## src/rtl/window_sum_ctrl.sv

```systemverilog
// Five-tap window-sum controller. It gates sample acceptance into an external shift register and
// emits a decimated, full-precision signed sum of the taps through a valid/ready output.
module window_sum_ctrl #(
    parameter int IN_W  = 37,
    parameter int DEPTH = 5,
    parameter int DECIM = 5
) (
    input  logic                   clk,
    input  logic                   rst,
    input  logic                   flush,
    input  logic                   acc_valid,
    output logic                   acc_ready,
    output logic                   sr_en,
    output logic                   sr_data_ready,
    output logic                   sr_rst,
    input  logic signed [IN_W-1:0] tap1,
    input  logic signed [IN_W-1:0] tap2,
    input  logic signed [IN_W-1:0] tap3,
    input  logic signed [IN_W-1:0] tap4,
    input  logic signed [IN_W-1:0] tap5,
    output logic signed [IN_W+2:0] sum_out,
    output logic                   sum_valid,
    input  logic                   sum_ready
);

    localparam int SW = IN_W + 3;

    typedef enum logic [1:0] {RUN, CAP, ADD} state_t;

    state_t               state;
    logic [2:0]           fill_cnt;
    logic [3:0]           phase_cnt;
    logic signed [SW-1:0] p0, p1, p2;
    logic                 filled, trig_next, hold, accept, trigger;

    assign filled    = (fill_cnt == 3'(DEPTH));
    assign trig_next = filled ? (phase_cnt == 4'(DECIM - 1)) : (fill_cnt == 3'(DEPTH - 1));

    // A trigger is refused while a sum is pending or is being registered, so no sum is lost.
    assign hold      = (sum_valid && !sum_ready) || (state == ADD);
    assign acc_ready = !rst && !flush && (state != CAP) && !(trig_next && hold);
    assign accept    = acc_valid && acc_ready;
    assign trigger   = accept && trig_next;

    assign sr_data_ready = accept;
    assign sr_en         = ~accept;
    assign sr_rst        = rst | flush;

    always_ff @(posedge clk) begin
        if (rst) begin
            state     <= RUN;
            fill_cnt  <= '0;
            phase_cnt <= '0;
            p0        <= '0;
            p1        <= '0;
            p2        <= '0;
            sum_out   <= '0;
            sum_valid <= 1'b0;
        end else if (flush) begin
            // Leaving CAP/ADD drops any partials in flight; sum_out keeps its last value.
            state     <= RUN;
            fill_cnt  <= '0;
            phase_cnt <= '0;
            sum_valid <= 1'b0;
        end else begin
            if (accept) begin
                if (!filled)
                    fill_cnt <= fill_cnt + 3'd1;
                else
                    phase_cnt <= trigger ? 4'd0 : phase_cnt + 4'd1;
            end

            case (state)
                RUN: if (trigger) state <= CAP;
                CAP: begin
                    // The taps have taken the triggering sample by now.
                    p0    <= SW'(tap1) + SW'(tap2);
                    p1    <= SW'(tap3) + SW'(tap4);
                    p2    <= SW'(tap5);
                    state <= ADD;
                end
                ADD: begin
                    sum_out <= p0 + p1 + p2;
                    state   <= RUN;
                end
                default: state <= RUN;
            endcase

            if (state == ADD)
                sum_valid <= 1'b1;
            else if (sum_valid && sum_ready)
                sum_valid <= 1'b0;
        end
    end

endmodule

```

## config.mk

```make
export PLATFORM = sky130hd
export DESIGN_NAME = window_sum_ctrl
export DESIGN_NICKNAME = d
export VERILOG_FILES = /design/src/rtl/window_sum_ctrl.sv
export SDC_FILE = /design/constraint.sdc
export NUM_CORES = 1
export LEC_CHECK = 0
export CORE_MARGIN = 2
export CORE_UTILIZATION = 49
export DETAILED_ROUTE_END_ITERATION = 10
export PLACE_DENSITY_LB_ADDON = 0.15
export SLEW_MARGIN = 20
export SYNTH_ARGS = -nofsm -noshare
export SYNTH_HDL_FRONTEND = slang
export SYNTH_SLANG_ARGS = --single-unit
```

## constraint.sdc

```tcl
create_clock -name clk -period 3.2 [get_ports clk]
set_clock_uncertainty 0.2 [all_clocks]
set_input_delay 0.48 -clock clk [delete_from_list [all_inputs] [get_ports clk]]
set_output_delay 0.48 -clock clk [all_outputs]
set_load 0.02 [all_outputs]
```

==> results of run 1 <==
timing repair:
| item | in CTS | in global routing |
|---|---|---|
| endpoints found under the setup margin | 22 | 52 |
| resized for setup | 44 | 62 |
| setup buffers | 7 | 11 |
| pin swaps | 44 | 64 |
routing by layer:
layer	wire length (µm)	global-route usage, %
met1	18300	40.5
met5	0	0
met2	18100	48.1
met3	2460	3.74
met4	832	8.05
power groups by stage:
stage	logic (mW)	clock network (mW)	registers, mW
after global routing	1.54	2.35	2.03
final	1.42	2.26	2.03
after detailed placement	1.38	0	2.07
after global placement	1.37	0	2.07
after CTS	1.39	2.27	2.03
after floorplan	0.731	0	2.07
cell usage after synthesis (all sizes together) (3+ instances only):
master,n
a2111oi,4
a211o,11
a211oi,19
a21boi,5
a21o,58
a21oi,235
a221o,5
a221oi,4
a22o,6
a311o,3
a31oi,17
a41o,4
and2,7
and3,15
and4,4
buf,7
clkbuf,75
dfxtp,163
fa,41
ha,115
inv,45
nand2,287
nand2b,6
nand3,35
nand4,34
nor2,83
nor2b,10
nor3,15
nor3b,4
o211ai,12
o21a,14
o21ai,99
o21bai,19
o221ai,4
o22ai,3
o31ai,10
or3,8
or4,6
xnor2,51
xor2,33
stage by stage:
stage | utilization [%] | total power [mW] | area, µm² | std cells | TNS [ns]
global route | 70.3 | 5.92 | 17700 | 2332 | -4.63
floorplan | - | 2.81 | 12600 | 1605 | -0.0305
CTS | 69.1 | 5.69 | 17400 | 2324 | -1.35
detailed placement | 65.6 | 3.46 | 16500 | 2288 | -15.88
finish | 70.3 | 5.70 | 17700 | 2332 | -2.36
global placement | 65.6 | 3.45 | 16500 | 2288 | -12.40
cells by family (layout without fill, tap and decap cells):
family                     after synthesis  after routing
AOI/OAI and AO/OA                      548            548
and+or+nand+nor                        524            524
xor gates and xnor gates                84             84
adders and majority gates              156            156
DFF                                    163            163
buffers and inverters                  130            527
registers in the layout, summed over array words and instances (netlist names):
signal	count
p1	38
fill_cnt	3
p0	38
sum_valid	1
state	2
phase_cnt	4
sum_out	40
p2	37
worst max-delay path by stage:
| stage | startpoint | endpoint | slack (ns) | cells after the start |
|---|---|---|---|---|
| floorplan | p0[1]$_SDFFE_PP0P_ | sum_out[31]$_SDFFE_PP0P_ | -0.03 | 13 |
| global placement | tap1[0] | p0[34]$_SDFFE_PP0P_ | -0.40 | 12 |
| detailed placement | tap3[0] | p1[36]$_SDFFE_PP0P_ | -0.45 | 12 |
| CTS | p0[1]$_SDFFE_PP0P_ | sum_out[31]$_SDFFE_PP0P_ | -0.21 | 13 |
| global route | p2[1]$_SDFFE_PP0P_ | sum_out[33]$_SDFFE_PP0P_ | -0.37 | 15 |
| finish | p2[1]$_SDFFE_PP0P_ | sum_out[33]$_SDFFE_PP0P_ | -0.28 | 15 |
worst max-delay path, delay by kind of cell (launching register included):
family	cells	cell delay [ns]
adder cells (fa/ha/maj)	3	1.14
XOR/XNOR	1	0.15
flip-flops	1	0.33
buffers and inverters	3	0.30
AO/OA/AOI/OAI	7	1.11
AND/OR/NAND/NOR	1	0.14
area by class of cell:
class	instances	area (µm²)
multi-input cells	1312	9190
inverters	46	173
well taps	330	413
fillers	2111	7480
clock buffers	22	474
flip-flops and latches	163	3280
clock inverters	10	170
repair buffers	449	4000
==> run metrics, run 1 <==
status=finished, violations left; failing checks=negative setup slack; Clock transition at path regs=0.07 ns; die height=164 µm; Max Cap Violations=0; clock power share=39.6%; layout cells sized above 1=17.6%; initial core utilization=49.8%; Max stage delay on crit path=0.57 ns; Overflow after GRT=0; area delta synth->final=41.1%; critical path launch point type=register; CTS max path bufs=2; Hold WC Path Type=register to register; DR WL/cell=17.0 µm; mux share of post-synthesis cell area=0%; top_reg_cell synth=dfxtp_1; DRT Pass-1 Iters=5; Leak Pwr=7.59 nW; first-pass GRT wire length=62700 µm; Post-Synth Adder-Cell Area=18.0%; total CTS buffers=17; DRT iter0 DRCs=886; post-route antenna net violation count=0; P_sw=1.56 mW; Worst path slowest cell=fa_1; Max Clk Rate=287 MHz; vias in the first global route=12700; compound-cell area share of the yosys netlist=27.4%; hold slack=0.249 ns; via count=13100; ys async rst share=0%; Pwr Density=322 nW/µm²; Cell Chain, Critical Path=fa_1, ha_2, inv_2, fa_2, nor2b_2, o21ai_2, a21oi_2, o2111ai_2, a21oi_2, buf_4, a21bo_4, buf_4, a31oi_2, xnor2_1, a22o_1; Root Driver=clkbuf_16; EDFF count, synth=0; dominant cells by area after synthesis=dfxtp_1 26%, ha_1 11%, a21oi_1 9.3%; largest net degree at the start of global routing=78; routability cong.=0.932; nets=2335; Combinational Power Share=24.8%; fin crit share=109%; CP Max Fanout=3; main combinational cell family by area after synthesis=compound AO/OA/AOI/OAI gates; vias per cell=5.61; crit path DAT=3.62 ns; CTS tree=built; Post-Syn Nets=1951; Avg Inst Size Synth=7.82 µm²; sequential area share after synthesis=26.0%; drt drc=0; pre-CTS setup slack=-0.449 ns; commonest non-fill, non-tap cell in the layout=nand2_1; hold depth=2; commonest cells after routing, fill and taps aside=286 x nand2_1, 229 x clkdlybuf4s50_1, 212 x a21oi_1; CTS Hold Bufs=0; Hold Vio Cnt, Final=0; critical path type=register to register; Synth top area share=26.0%; final setup fails=14; number of port buffers=234; Yosys reg bits=163; Die Width=164 µm; fin. max-slew vios=0; Worst Setup End Kind=register; post-synthesis cell count=1605; Reg power frac=35.6%; worst vdd ir=0.000434 V; R2R setup slack=-0.28 ns; n_diodes=0; Worst Slack Setup Final=-0.282 ns; min cycle time layout=3.48 ns; clock latency at the later pin of the worst-skew pair=0.44 ns; Warnings, synthesis=0; area of the mapped netlist=12500 µm²; RSZ-0062 raised after global routing=true; Post-Synth XOR/XNOR Area=5.86%; core box area=25200 µm²; drt total wl=39700 µm; Clock Sinks=163; R2R cell count=15; Synth cell types=77; RR Startpoint=p2[1]$_SDFFE_PP0P_; worst flop-to-flop path endpoint=sum_out[33]$_SDFFE_PP0P_; initial antenna violation count=0; HPWL Detailed=31100 µm; all-layer global routing usage=29.3%; simple-gate share of the synthesized area=18.6%; Pint=4.14 mW; switching share of total power=27.3%; worst slew margin relative to its limit=52.4%; Hold Path End=sum_out[9]$_SDFFE_PP0P_; Site Rows=58; Die ar.=26900 µm²; worst slew pin tran=0.712 ns; H-tree levels=4; area leader, netlist=dfxtp_1; WP data required=3.33 ns; I/O pins=235; HP Start=sum_out[9]$_SDFFE_PP0P_
(Power assumes the default switching activity.)
==> run 2: changes to the inputs <==
--- a/config.mk
+++ b/config.mk
@@ -5,6 +5,7 @@
 export SDC_FILE = /design/constraint.sdc
 export NUM_CORES = 1
 export LEC_CHECK = 0
+export CORE_ASPECT_RATIO = 0.7
 export CORE_MARGIN = 2
 export CORE_UTILIZATION = 49
 export DETAILED_ROUTE_END_ITERATION = 10
==> run metrics, run 2 (synthesis gave the netlist of run 1 again) <==
Hold WC Path Type=register to register; Leak Pwr=7.57 nW (-0.29%); HP Start=sum_out[10]$_SDFFE_PP0P_; failing checks=negative setup slack; core box area=24900 µm² (-1.0%); worst flop-to-flop path endpoint=sum_out[15]$_SDFFE_PP0P_; min cycle time layout=3.44 ns (-0.0392 ns); vias in the first global route=12500 (-1.6%); Power, Total=5.40 mW (-5.2%); max FFs per register=40 (unchanged); n_diodes=0 (unchanged); hold slack=0.250 ns (+0.0000970 ns); WP data required=3.35 ns (+0.02 ns); Max Clk Rate=290 MHz (+1.1%); fin. max-slew vios=0 (unchanged); Die Width=195 µm (+19%); Site Rows=48 (-17%); CTS tree=built; Overflow after GRT=0 (unchanged); Root Driver=clkbuf_16; clock latency at the later pin of the worst-skew pair=0.43 ns (about the same); worst slew margin relative to its limit=51.5% (-0.85 points); DRT Pass-1 Iters=5 (unchanged); Hold Vio Cnt, Final=0 (unchanged); initial core utilization=50.3% (+0.52 points); largest net degree at the start of global routing=65 (-17%); crit path DAT=3.59 ns (-0.03 ns); commonest cells after routing, fill and taps aside=285 x nand2_1, 228 x clkdlybuf4s50_1, 218 x a21oi_1, 218 x buf_4, 155 x dfxtp_1; Biggest register=sum_out; DRT iter0 DRCs=1048 (+18%); layout cells sized above 1=17.4% (-0.18 points); Cell Chain, Critical Path=fa_1, ha_2, inv_2, fa_2, nor2b_2, o21ai_2, a21oi_2, o2111ai_2, buf_4, buf_6, nand2_4, a21o_1, a21oi_2, or4_1, o211ai_1; fin crit share=108% (-1.2 points); total CTS buffers=17 (unchanged); Worst Slack Setup Final=-0.243 ns (+0.0392 ns); final setup fails=20 (+6); I/O pins=235 (unchanged); R2R setup slack=-0.24 ns (+0.04 ns); worst vdd ir=0.000344 V (-21%); CP Max Fanout=2 (-1); nets=2344 (+0.39%); cell mode on critical path=a21oi_2; Max Cap Violations=0 (unchanged); R2R cell count=15 (unchanged); die height=138 µm (-16%); vias per cell=5.67 (+1.2%); drt drc=0 (unchanged); Fillers=2005 (-5.0%); HPWL Detailed=33200 µm (+6.8%); hold depth=2 (unchanged); area delta synth->final=40.5%; Max stage delay on crit path=0.57 ns (about the same); biggest regs=sum_out (40), p0 (38), p1 (38); critical path launch point type=register; Hold Path End=sum_out[10]$_SDFFE_PP0P_; routability cong.=0.927 (-0.55%); commonest non-fill, non-tap cell in the layout=nand2_1; RR Startpoint=p1[1]$_SDFFE_PP0P_; Clock transition at path regs=0.07 ns (about the same); Worst path slowest cell=fa_1; status=finished, violations left; initial antenna violation count=0 (unchanged); critical path type=register to register; all-layer global routing usage=30.4% (+1.1 points); drt total wl=41200 µm (+3.8%); H-tree levels=4 (unchanged); Clock Sinks=163 (unchanged); worst slew pin tran=0.727 ns (+0.0146 ns); via count=13300 (+1.3%); Pwr Density=307 nW/µm² (-4.8%); CTS max path bufs=2 (unchanged); RSZ-0062 raised after global routing=true; post-route antenna net violation count=0 (unchanged); Worst Setup End Kind=register; Die ar.=26900 µm² (about the same); number of port buffers=234 (unchanged); first-pass GRT wire length=64800 µm (+3.4%); DR WL/cell=17.6 µm (+3.6%)
-- run 2: cell types whose count changed in the layout (fill, tap and decap cells not counted), sizes merged --
cell / delta
clkinvlp: +2
clkdlybuf4s50: -1
dlymetal6s2s: +1
bufinv: -4
clkinv: +2
buf: +9
-- run 2: repair_timing --
item | 4_1_cts | 5_1_grt
resized for setup | 47 | 48
setup endpoints to repair | 25 | 54
pin swaps | 38 | 48
buffers inserted | 14 | 4
hold buffers | 0 | 0
cloned | 0 | 0
-- run 2: area by class of cell --
cell class / count / area, µm² / share of cell area (%)
clock buffer: 22 / 474 / 2.69
timing repair buffer: 458 / 4070 / 23.1
tap: 325 / 407 / 2.31
clock inverter: 10 / 75.1 / 0.426
inverter: 46 / 173 / 0.980
sequential: 163 / 3270 / 18.6
multi-input combinational: 1312 / 9160 / 52.0
-- run 2: how the worst max path moves through the flow --
stage,startpoint,endpoint,slack (ns),depth (start not counted)
2_1_floorplan,p0[1]$_SDFFE_PP0P_,sum_out[31]$_SDFFE_PP0P_,-0.03,13
3_3_place_gp,tap1[0],p0[34]$_SDFFE_PP0P_,-0.41,12
3_5_place_dp,tap3[0],p1[32]$_SDFFE_PP0P_,-0.47,12
4_1_cts,p0[1]$_SDFFE_PP0P_,sum_out[31]$_SDFFE_PP0P_,-0.18,13
5_1_grt,p1[1]$_SDFFE_PP0P_,sum_out[29]$_SDFFE_PP0P_,-0.38,14
6_report,p1[1]$_SDFFE_PP0P_,sum_out[15]$_SDFFE_PP0P_,-0.24,15
-- run 2: routing by layer --
metal	share of wire [%]	global-route usage [%]	wire, µm	vias up
li1	-	-	-	6543
met1	50	46.0	20700	6155
met2	42	46.2	17200	517
met3	6.9	3.92	2830	35
met4	1.2	6.19	491	0
met5	0	0	0	-
-- run 2: power by group --
part / internal (mW) / switching (mW)
Combinational: 0.757 / 0.690
Sequential: 2.03 / 0.000441
Clock: 1.06 / 0.869
Total: 3.84 / 1.56
-- run 2: metrics by stage --
step / instance area (µm²) / std cells / setup WS, ns / util (%) / TNS, ns
CTS: 17400 / 2333 / -0.183 / 69.8 / -0.889
floorplan: 12600 / 1605 / -0.0305 / - / -0.0305
global route: 17600 / 2336 / -0.383 / 70.7 / -5.69
global placement: 16600 / 2289 / -0.406 / 66.4 / -12.20
finish: 17600 / 2336 / -0.243 / 70.7 / -2.54
detailed placement: 16600 / 2289 / -0.467 / 66.4 / -16.68
-- run 2: worst max-delay path: cells and delay by family, from the launching register on --
| family | cells | cell delay (ns) |
|---|---|---|
| flops | 1 | 0.34 |
| compound gates | 6 | 0.78 |
| simple gates | 3 | 0.60 |
| buf+inv | 3 | 0.33 |
| fa+ha+maj | 3 | 1.11 |
